--- src/rtl/iguana_uart_rx.sv ---
// UART receiver: 2-FF synchroniser, 8N1 deserialiser and a small receive FIFO
// delivering bytes over a valid/ready stream.
// Define IGUANA_UART_RX_PARITY_EN to add an even-parity bit (8E1) and enable parity_err_o.
module iguana_uart_rx #(
    parameter int unsigned ClksPerBit = 868,
    parameter int unsigned DataBits   = 8,
    parameter int unsigned FifoDepth  = 4
) (
    input  logic       clk_i,
    input  logic       rst_ni,
    input  logic       rx_i,
    output logic [7:0] data_o,
    output logic       valid_o,
    input  logic       ready_i,
    output logic       frame_err_o,
    output logic       parity_err_o,
    output logic       overflow_o,
    output logic       busy_o
);

    localparam int unsigned CntW = $clog2(ClksPerBit);
    localparam int unsigned BitW = $clog2(DataBits);
    localparam int unsigned PtrW = $clog2(FifoDepth);

    localparam logic [CntW-1:0] CntMid   = CntW'(ClksPerBit / 2 - 1);
    localparam logic [CntW-1:0] CntEnd   = CntW'(ClksPerBit - 1);
    localparam logic [BitW-1:0] BitLast  = BitW'(DataBits - 1);
    localparam logic [PtrW:0]   FifoFull = (PtrW + 1)'(FifoDepth);

    typedef enum logic [2:0] {
        StIdle,
        StStart,
        StData,
        StStop,
        StWaitIdle
`ifdef IGUANA_UART_RX_PARITY_EN
        , StParity
`endif
    } state_e;

    logic                r_sync1, r_sync2;
    logic                w_rx_s;
    state_e              r_state, w_state_d;
    logic [CntW-1:0]     r_cnt;
    logic [BitW-1:0]     r_bit_idx;
    logic [DataBits-1:0] r_shift;
    logic                w_mid, w_end;
    logic                w_push, w_frame_err, w_parity_err;
    logic                r_frame_err, r_parity_err;
    logic [7:0]          w_byte;
`ifdef IGUANA_UART_RX_PARITY_EN
    logic                r_par_err;
`endif

    logic [7:0]          r_mem [FifoDepth];
    logic [PtrW-1:0]     r_wptr, r_rptr;
    logic [PtrW:0]       r_count;
    logic                w_pop, w_full, w_wr;

    assign w_rx_s = r_sync2;
    assign w_mid  = (r_cnt == CntMid);
    assign w_end  = (r_cnt == CntEnd);

    // Two-flop synchroniser; resets to the idle (high) line level.
    always_ff @(posedge clk_i or negedge rst_ni) begin
        if (!rst_ni) begin
            r_sync1 <= 1'b1;
            r_sync2 <= 1'b1;
        end else begin
            r_sync1 <= rx_i;
            r_sync2 <= r_sync1;
        end
    end

    // Next-state decode and single-cycle push/error strobes.
    always_comb begin
        w_state_d    = r_state;
        w_push       = 1'b0;
        w_frame_err  = 1'b0;
        w_parity_err = 1'b0;
        case (r_state)
            StIdle: begin
                if (!w_rx_s) w_state_d = StStart;
            end
            StStart: begin
                // A start bit that is high again at mid-bit was only a glitch.
                if (w_mid && w_rx_s) w_state_d = StIdle;
                else if (w_end)      w_state_d = StData;
            end
            StData: begin
                if (w_end && (r_bit_idx == BitLast)) begin
`ifdef IGUANA_UART_RX_PARITY_EN
                    w_state_d = StParity;
`else
                    w_state_d = StStop;
`endif
                end
            end
`ifdef IGUANA_UART_RX_PARITY_EN
            StParity: begin
                if (w_end) w_state_d = StStop;
            end
`endif
            StStop: begin
                // Leave at mid stop bit so a directly following start bit is caught.
                if (w_mid) begin
                    if (w_rx_s) begin
`ifdef IGUANA_UART_RX_PARITY_EN
                        if (r_par_err) w_parity_err = 1'b1;
                        else           w_push       = 1'b1;
`else
                        w_push = 1'b1;
`endif
                        w_state_d = StIdle;
                    end else begin
                        w_frame_err = 1'b1;
                        w_state_d   = StWaitIdle;
                    end
                end
            end
            StWaitIdle: begin
                if (w_rx_s) w_state_d = StIdle;
            end
            default: w_state_d = StIdle;
        endcase
    end

    // FSM state, bit-period counter, data shifter and error pulse registers.
    always_ff @(posedge clk_i or negedge rst_ni) begin
        if (!rst_ni) begin
            r_state      <= StIdle;
            r_cnt        <= '0;
            r_bit_idx    <= '0;
            r_shift      <= '0;
            r_frame_err  <= 1'b0;
            r_parity_err <= 1'b0;
`ifdef IGUANA_UART_RX_PARITY_EN
            r_par_err    <= 1'b0;
`endif
        end else begin
            r_state      <= w_state_d;
            r_frame_err  <= w_frame_err;
            r_parity_err <= w_parity_err;
            if ((w_state_d != r_state) || (r_state == StIdle) || (r_state == StWaitIdle)) begin
                r_cnt <= '0;
            end else if (w_end) begin
                r_cnt <= '0;
            end else begin
                r_cnt <= r_cnt + 1'b1;
            end
            if (r_state == StStart) begin
                r_bit_idx <= '0;
`ifdef IGUANA_UART_RX_PARITY_EN
                r_par_err <= 1'b0;
`endif
            end
            if (r_state == StData) begin
                if (w_mid) r_shift   <= {w_rx_s, r_shift[DataBits-1:1]};
                if (w_end) r_bit_idx <= r_bit_idx + 1'b1;
            end
`ifdef IGUANA_UART_RX_PARITY_EN
            if ((r_state == StParity) && w_mid) r_par_err <= (w_rx_s != ^r_shift);
`endif
        end
    end

    // Zero-extend the received word to the 8-bit FIFO entry.
    always_comb begin
        w_byte                 = '0;
        w_byte[DataBits-1:0]   = r_shift;
    end

    assign valid_o     = (r_count != '0);
    assign w_pop       = valid_o && ready_i;
    assign w_full      = (r_count == FifoFull);
    assign w_wr        = w_push && (!w_full || w_pop);
    assign overflow_o  = w_push && w_full && !w_pop;
    assign data_o      = valid_o ? r_mem[r_rptr] : 8'h00;
    assign busy_o      = (r_state != StIdle);
    assign frame_err_o = r_frame_err;
`ifdef IGUANA_UART_RX_PARITY_EN
    assign parity_err_o = r_parity_err;
`else
    assign parity_err_o = 1'b0;
`endif

    // FIFO pointers and occupancy; pointers wrap naturally at the power-of-two depth.
    always_ff @(posedge clk_i or negedge rst_ni) begin
        if (!rst_ni) begin
            r_wptr  <= '0;
            r_rptr  <= '0;
            r_count <= '0;
        end else begin
            if (w_wr)  r_wptr <= r_wptr + 1'b1;
            if (w_pop) r_rptr <= r_rptr + 1'b1;
            case ({w_wr, w_pop})
                2'b10:   r_count <= r_count + 1'b1;
                2'b01:   r_count <= r_count - 1'b1;
                default: r_count <= r_count;
            endcase
        end
    end

    // FIFO storage; contents are don't-care until written, the output is gated by valid_o.
    always_ff @(posedge clk_i) begin
        if (w_wr) r_mem[r_wptr] <= w_byte;
    end

`ifndef IGUANA_UART_RX_PARITY_EN
    logic w_unused;
    assign w_unused = r_parity_err;
`endif

endmodule

--- config.mk ---
export PLATFORM = sky130hd
export DESIGN_NAME = iguana_uart_rx
export DESIGN_NICKNAME = d
export VERILOG_FILES = /design/src/rtl/iguana_uart_rx.sv
export SDC_FILE = /design/constraint.sdc
export NUM_CORES = 1
export LEC_CHECK = 0
export BUFFER_PORTS_ARGS = -buffer_cell sky130_fd_sc_hd__buf_2
export CAP_MARGIN = 20
export CORE_AREA = 5 5 63 108
export CTS_BUF_LIST = sky130_fd_sc_hd__clkbuf_2 sky130_fd_sc_hd__clkbuf_4 sky130_fd_sc_hd__clkbuf_8
export DETAILED_ROUTE_END_ITERATION = 6
export DIE_AREA = 0 0 68 113
export GPL_TIMING_DRIVEN = 0
export HOLD_SLACK_MARGIN = 0.1
export PLACE_DENSITY_LB_ADDON = 0.05
export REMOVE_ABC_BUFFERS = 1
export SLEW_MARGIN = 20
export SYNTH_ARGS = -nofsm -noshare
export SYNTH_HDL_FRONTEND = slang
export SYNTH_SLANG_ARGS = --single-unit
--- constraint.sdc ---
create_clock -name clk_i -period 3.37 [get_ports clk_i]
set_input_delay 0.1685 -clock clk_i [delete_from_list [all_inputs] [get_ports clk_i]]
set_output_delay 0.1685 -clock clk_i [all_outputs]
set_load 0.005 [all_outputs]
==> flow_metrics.tcl, run 1 <==
set metrics [dict create \
    cts_setup_buffers 0 \
    grt_pass1_wl_mm 9.542 \
    synth_area_leader_cell "edfxtp_1" \
    grt_pass1_vias 1981 \
    relSlewSlack_pct 29.15 \
    die_area_um2 7684 \
    row_count 37 \
    grt_max_degree 35 \
    period_minus_slack_ns 3.100 \
    ir_drop_v 0.0003190 \
    root_buffer "clkbuf_8" \
    synthFlopType "edfxtp_1" \
    start_util_pct 52.67 \
    drt_iter0_drc 73 \
    io_buffer_count 15 \
    n_antenna_cell 0 \
    ant_nets 0 \
    synth_edf_count 32 \
    dp_hpwl_mm 4.179 \
    synthesis.instances 227 \
    die_width_um 68 \
    wl_mm 5.723 \
    io_pins 17 \
    tightest_slew_ns 1.054 \
    cts_tree "done" \
    outcome "finished clean" \
    endpoint_kind "register" \
    cp.arrival_ns 3.09 \
    cts_buffer_depth 2 \
    clock_latency_ns 0.35 \
    die_height_um 113 \
    place_area_um2 3174 \
    grt_antenna_before_repair 0 \
    synth_top_area_share_pct 31.53 \
    synth_warnings 0 \
    design.core.area_um2 5787 \
    htreeDepth 3 \
    rsz0062_at_grt "no" \
    hold_class "in2reg" \
    finalPower_mw 1.962 \
    worst_clock_skew_ns 0.01192 \
    fmax_ghz 0.3225 \
    slew_viol_final 0 \
    ys_seq_area_share_pct 59.52 \
    area_delta_synth_final_pct 12.93 \
    criticalPathCategory "reg2reg" \
    gp_congestion 0.8467 \
    yosys-top-cells-count "dfrtp_1 (32), edfxtp_1 (32), and2_1 (13), nand2_1 (13), nor2_1 (10)" \
    synth_area_um2 3048 \
    cts_buffers 9 \
    drc_errors 0 \
    p_leak_nw 1.488 \
    drtPass1Iterations 4 \
    fin_util_pct 59.48 \
    synthTopCellsByArea "edfxtp_1 (32%), dfrtp_1 (26%), mux4_2 (5.9%), ha_1 (3.3%), and2_1 (2.7%)" \
    yosysUniqueCellTypes 50 \
    vias_per_cell 5.599 \
    drive_gt1_share_pct 22.09 \
    finalHoldViolCount 0 \
    avgSynthCellArea_um2 13.43 \
    startpoint_type "register" \
    postSynth.asyncResetShare_pct 51.52 \
    p_per_area_nw_per_um2 570.0 \
    clkTransAtPathRegs_ns 0.07 \
    worst-path-max-fanout 20 \
    stdcell_count 327 \
    grt.total_usage_pct 17.31 \
    critPathRequiredTime_ns 3.36 \
    dp_cells 309 \
    finalSetupTns_ns 0 \
    period_share_pct 92.00 \
    clock_sinks 66 \
    ys_ff_latch 66 \
    wl_per_cell_um 17.50 \
    cap_violations 0 \
    final_nets 257 \
    final_cell_area_um2 3442 \
    overflow 0 \
    vias 1831 \
    finalSetupViolCount 0 \
]
[layer usage]
| metal | share of wire (%) | global-route usage (%) |
|---|---|---|
| met5 | 0 | 0 |
| met4 | 2.8 | 9.429 |
| met3 | 3.3 | 5.065 |
| met2 | 59 | 31.19 |
| met1 | 35 | 16.71 |
[worst max-delay path: stages, from the launching register on]
cell and delay, ns:
dfrtp_1 0.77, nand4b_1 0.23, nor4_2 0.83, nor2b_1 0.44, and2_1 0.48
[stage by stage]
| stage | hold slack [ns] | setup slack (ns) |
|---|---|---|
| 2_1_floorplan | -0.1271 | 0.8713 |
| 3_3_place_gp | 0.2670 | 0.4647 |
| 3_5_place_dp | 0.2817 | 0.2827 |
| 4_1_cts | 0.1676 | 0.2665 |
| 5_1_grt | 0.1862 | 0.03082 |
| 6_report | 0.1866 | 0.2696 |
[repair_timing]
action                    in CTS  in global routing
hold endpoints to repair      33                  0
resized for setup              0                  0
hold buffers                   2                  0
[kinds of logic (layout without fill, tap and decap cells)]
logic type,count (synthesis),count (layout),share of synthesized area [%]
other cells,1,1,0.1230
buf+inv,20,42,2.627
mux,16,16,8.826
flops,66,66,59.52
xor+xnor,13,13,3.736
simple gates,71,71,13.55
compound gates,31,31,7.677
fa+ha+maj,9,9,3.941
[path summary, 6_finish.rpt]
kind | from | end | slack, ns | cells after the start
worst min-delay path | ready_i | r_rptr[0] | 0.19 | 3
min in group asynchronous | rst_ni | r_cnt[3] | 0.43 | 2
worst min register to register | r_sync1 | r_sync2 | 0.36 | 0
worst max register to register | r_state[0] | r_mem[2][7] | 0.27 | 4
max in group asynchronous | rst_ni | r_bit_idx[0] | 2.44 | 2
worst max-delay path | r_state[0] | r_mem[2][7] | 0.27 | 4
[cell usage in the layout, fill, tap and decap left out, types with 3 or more instances in the layout]
cell / Yosys / final
dfrtp_1: 32 / 32
edfxtp_1: 32 / 32
buf_2: 1 / 15
nand2_1: 13 / 13
and2_1: 13 / 13
nor2_1: 10 / 10
clkbuf_8: 0 / 10
inv_1: 9 / 9
a211oi_1: 9 / 9
xnor2_1: 9 / 9
nand3_1: 8 / 8
mux4_2: 8 / 8
ha_1: 8 / 8
mux2_2: 7 / 7
nor3_1: 4 / 4
xor2_1: 4 / 4
o21ai_0: 4 / 4
or3_1: 3 / 3
or2_2: 3 / 3
a21oi_1: 3 / 3
a22o_1: 3 / 3
bufinv_16: 0 / 3
[layout make-up]
class,instances,area [um^2]
timing repair buffer,17,95.09
clock buffer,11,145.1
inverter,9,33.78
sequential,66,1814
tap,78,97.59
clock inverter,5,102.6
multi-input combinational,141,1154
fill,477,2345
[power breakdown]
part           total (mW)  leakage (nW)  switching [mW]  internal (mW)
combinational       0.197         0.558          0.0937          0.103
sequential          0.947         0.807          0.0792          0.868
clock               0.818         0.123           0.299          0.519
total                1.96          1.49           0.472           1.49
[flip-flops by register name, indices dropped and copies added (netlist names), 2 cells and up]
name,count
r_wptr,2
r_cnt,10
r_shift,8
r_rptr,2
r_mem,32
r_count,3
r_bit_idx,3
r_state,3
(Power assumes the default switching activity.)
==> run 2, diff against run 1 <==
CORE_AREA = 2 2 79 81   (was 5 5 63 108)
DIE_AREA = 0 0 81 83   (was 0 0 68 113)
==> flow_metrics.tcl, run 2 (synthesis results as in run 1) <==
set metrics [dict create \
    outcome "finished clean" \
    internal_power_mw 1.334 \
    finalSetupViolCount 0 \
    grt_max_degree 35 \
    final_nets 257 \
    finalSetupTns_ns 0 \
    p_leak_nw 1.487 \
    wl_per_cell_um 16.95 \
    io_buffer_count 15 \
    cts_setup_buffers 0 \
    grt_pass1_vias 1854 \
    reg_top3 "r_mem x32, r_cnt x10, r_shift x8" \
    regMostFlops "r_mem" \
    clkPwrFrac_pct 36.2 \
    start_util_pct 52.41 \
    setup_ws_ns 0.5356 \
    area_delta_synth_final_pct 11.25 \
    rsz0062_at_grt "no" \
    final_cell_area_um2 3391 \
    grt_pass1_wl_mm 8.859 \
    p_per_area_nw_per_um2 528.2 \
    drc_errors 0 \
    die_height_um 83 \
    n_antenna_cell 0 \
    ir_drop_v 0.0002901 \
    hold_class "in2reg" \
    clock_sinks 66 \
    cts_buffers 9 \
    overflow 0 \
    drtPass1Iterations 4 \
    worst_clock_skew_ns 0.004260 \
    place_area_um2 3171 \
    die_width_um 81 \
    gp_congestion 0.8801 \
    root_buffer "clkbuf_8" \
    drt_iter0_drc 66 \
    finalHoldViolCount 0 \
    final_cell_mix "dfrtp_1 (32), edfxtp_1 (32), buf_2 (15), nand2_1 (13), and2_1 (13)" \
    vias_per_cell 5.583 \
    finalPower_mw 1.791 \
    tightest_slew_ns 0.8032 \
    cts_buffer_depth 2 \
    slew_viol_final 0 \
    cts_resized 0 \
    grt.total_usage_pct 17.80 \
    period_share_pct 84.11 \
    endpoint_kind "register" \
    io_pins 17 \
    pre_cts_ws_ns 0.2745 \
    clkTransAtPathRegs_ns 0.07 \
    cap_violations 0 \
    power_switching_mw 0.4567 \
    worst-path-max-fanout 20 \
    drive_gt1_share_pct 22.09 \
    fin_util_pct 58.30 \
    die_area_um2 6723 \
    cts_tree "done" \
    dp_hpwl_mm 3.561 \
    cp.arrival_ns 2.82 \
    vias 1809 \
    period_minus_slack_ns 2.834 \
    fmax_ghz 0.3528 \
    critPathRequiredTime_ns 3.35 \
    comb_power_share_pct 10.8 \
    wl_mm 5.491 \
    htreeDepth 3 \
    criticalPathCategory "reg2reg" \
    row_count 28 \
    largest_reg_flops 32 \
    swShare_pct 25.50 \
    ant_nets 0 \
    clock_latency_ns 0.34 \
    grt_antenna_before_repair 0 \
    relSlewSlack_pct 46.45 \
    reg2reg_setup_slack_ns 0.54 \
    startpoint_type "register" \
    seqPwrFrac_pct 53.0 \
    design.core.area_um2 5816 \
]
[run 2: changes by cell type in the layout (fill, tap and decap cells not counted), sizes merged]
cell	delta
clkbuf	+1
clkinv	+2
bufinv	-2
clkinvlp	-1
[run 2: cell type report]
class,count,area [um^2]
Fill cell,505,2425
Sequential cell,66,1814
Multi-Input combinational cell,141,1162
Clock buffer,12,146.4
Timing Repair Buffer,17,95.09
Tap cell,75,93.84
Clock inverter,4,45.04
Inverter,9,33.78
[run 2: what timing repair did]
item / 4_1_cts / 5_1_grt
hold endpoints to repair: 33 / 0
hold buffers: 2 / 0
endpoints found under the setup margin: 0 / 0
[run 2: path summary, 6_finish.rpt]
check	startpoint	end	depth (start not counted)
min	ready_i	r_rptr[1]	3
max reg2reg	r_state[0]	r_mem[3][2]	4
max in group asynchronous	rst_ni	r_shift[5]	2
max	r_state[0]	r_mem[3][2]	4
min in group asynchronous	rst_ni	r_bit_idx[0]	2
min reg2reg	r_sync1	r_sync2	0
[run 2: power groups by stage]
stage / Sequential (mW) / Clock (mW) / Combinational [mW]
after floorplan: 0.941 / 0 / 0.146
after global placement: 0.964 / 0 / 0.184
after detailed placement: 0.967 / 0 / 0.194
after CTS: 0.950 / 0.661 / 0.196
after global routing: 0.960 / 0.691 / 0.212
final: 0.949 / 0.649 / 0.193
[run 2: worst max-delay path, stage by stage (launching register included)]
cell	delay (ns)
dfrtp_1	0.72
nand4b_1	0.25
nor4_4	0.56
nor2b_1	0.45
and2_1	0.50
[run 2: metrics by stage]
stage | hold WS [ns] | instances
CTS | 0.1609 | 324
floorplan | -0.1271 | 216
finish | 0.1717 | 324
global route | 0.2035 | 324
global placement | 0.2730 | 306
detailed placement | 0.2758 | 306
[run 2: metal layers]
layer | vias up | wire (um) | track usage [%]
li1 | 875 | - | -
met1 | 899 | 2309 | 20.65
met2 | 28 | 2952 | 31.18
met3 | 7 | 147 | 3.261
met4 | 0 | 82 | 8.320
met5 | - | 0 | 0
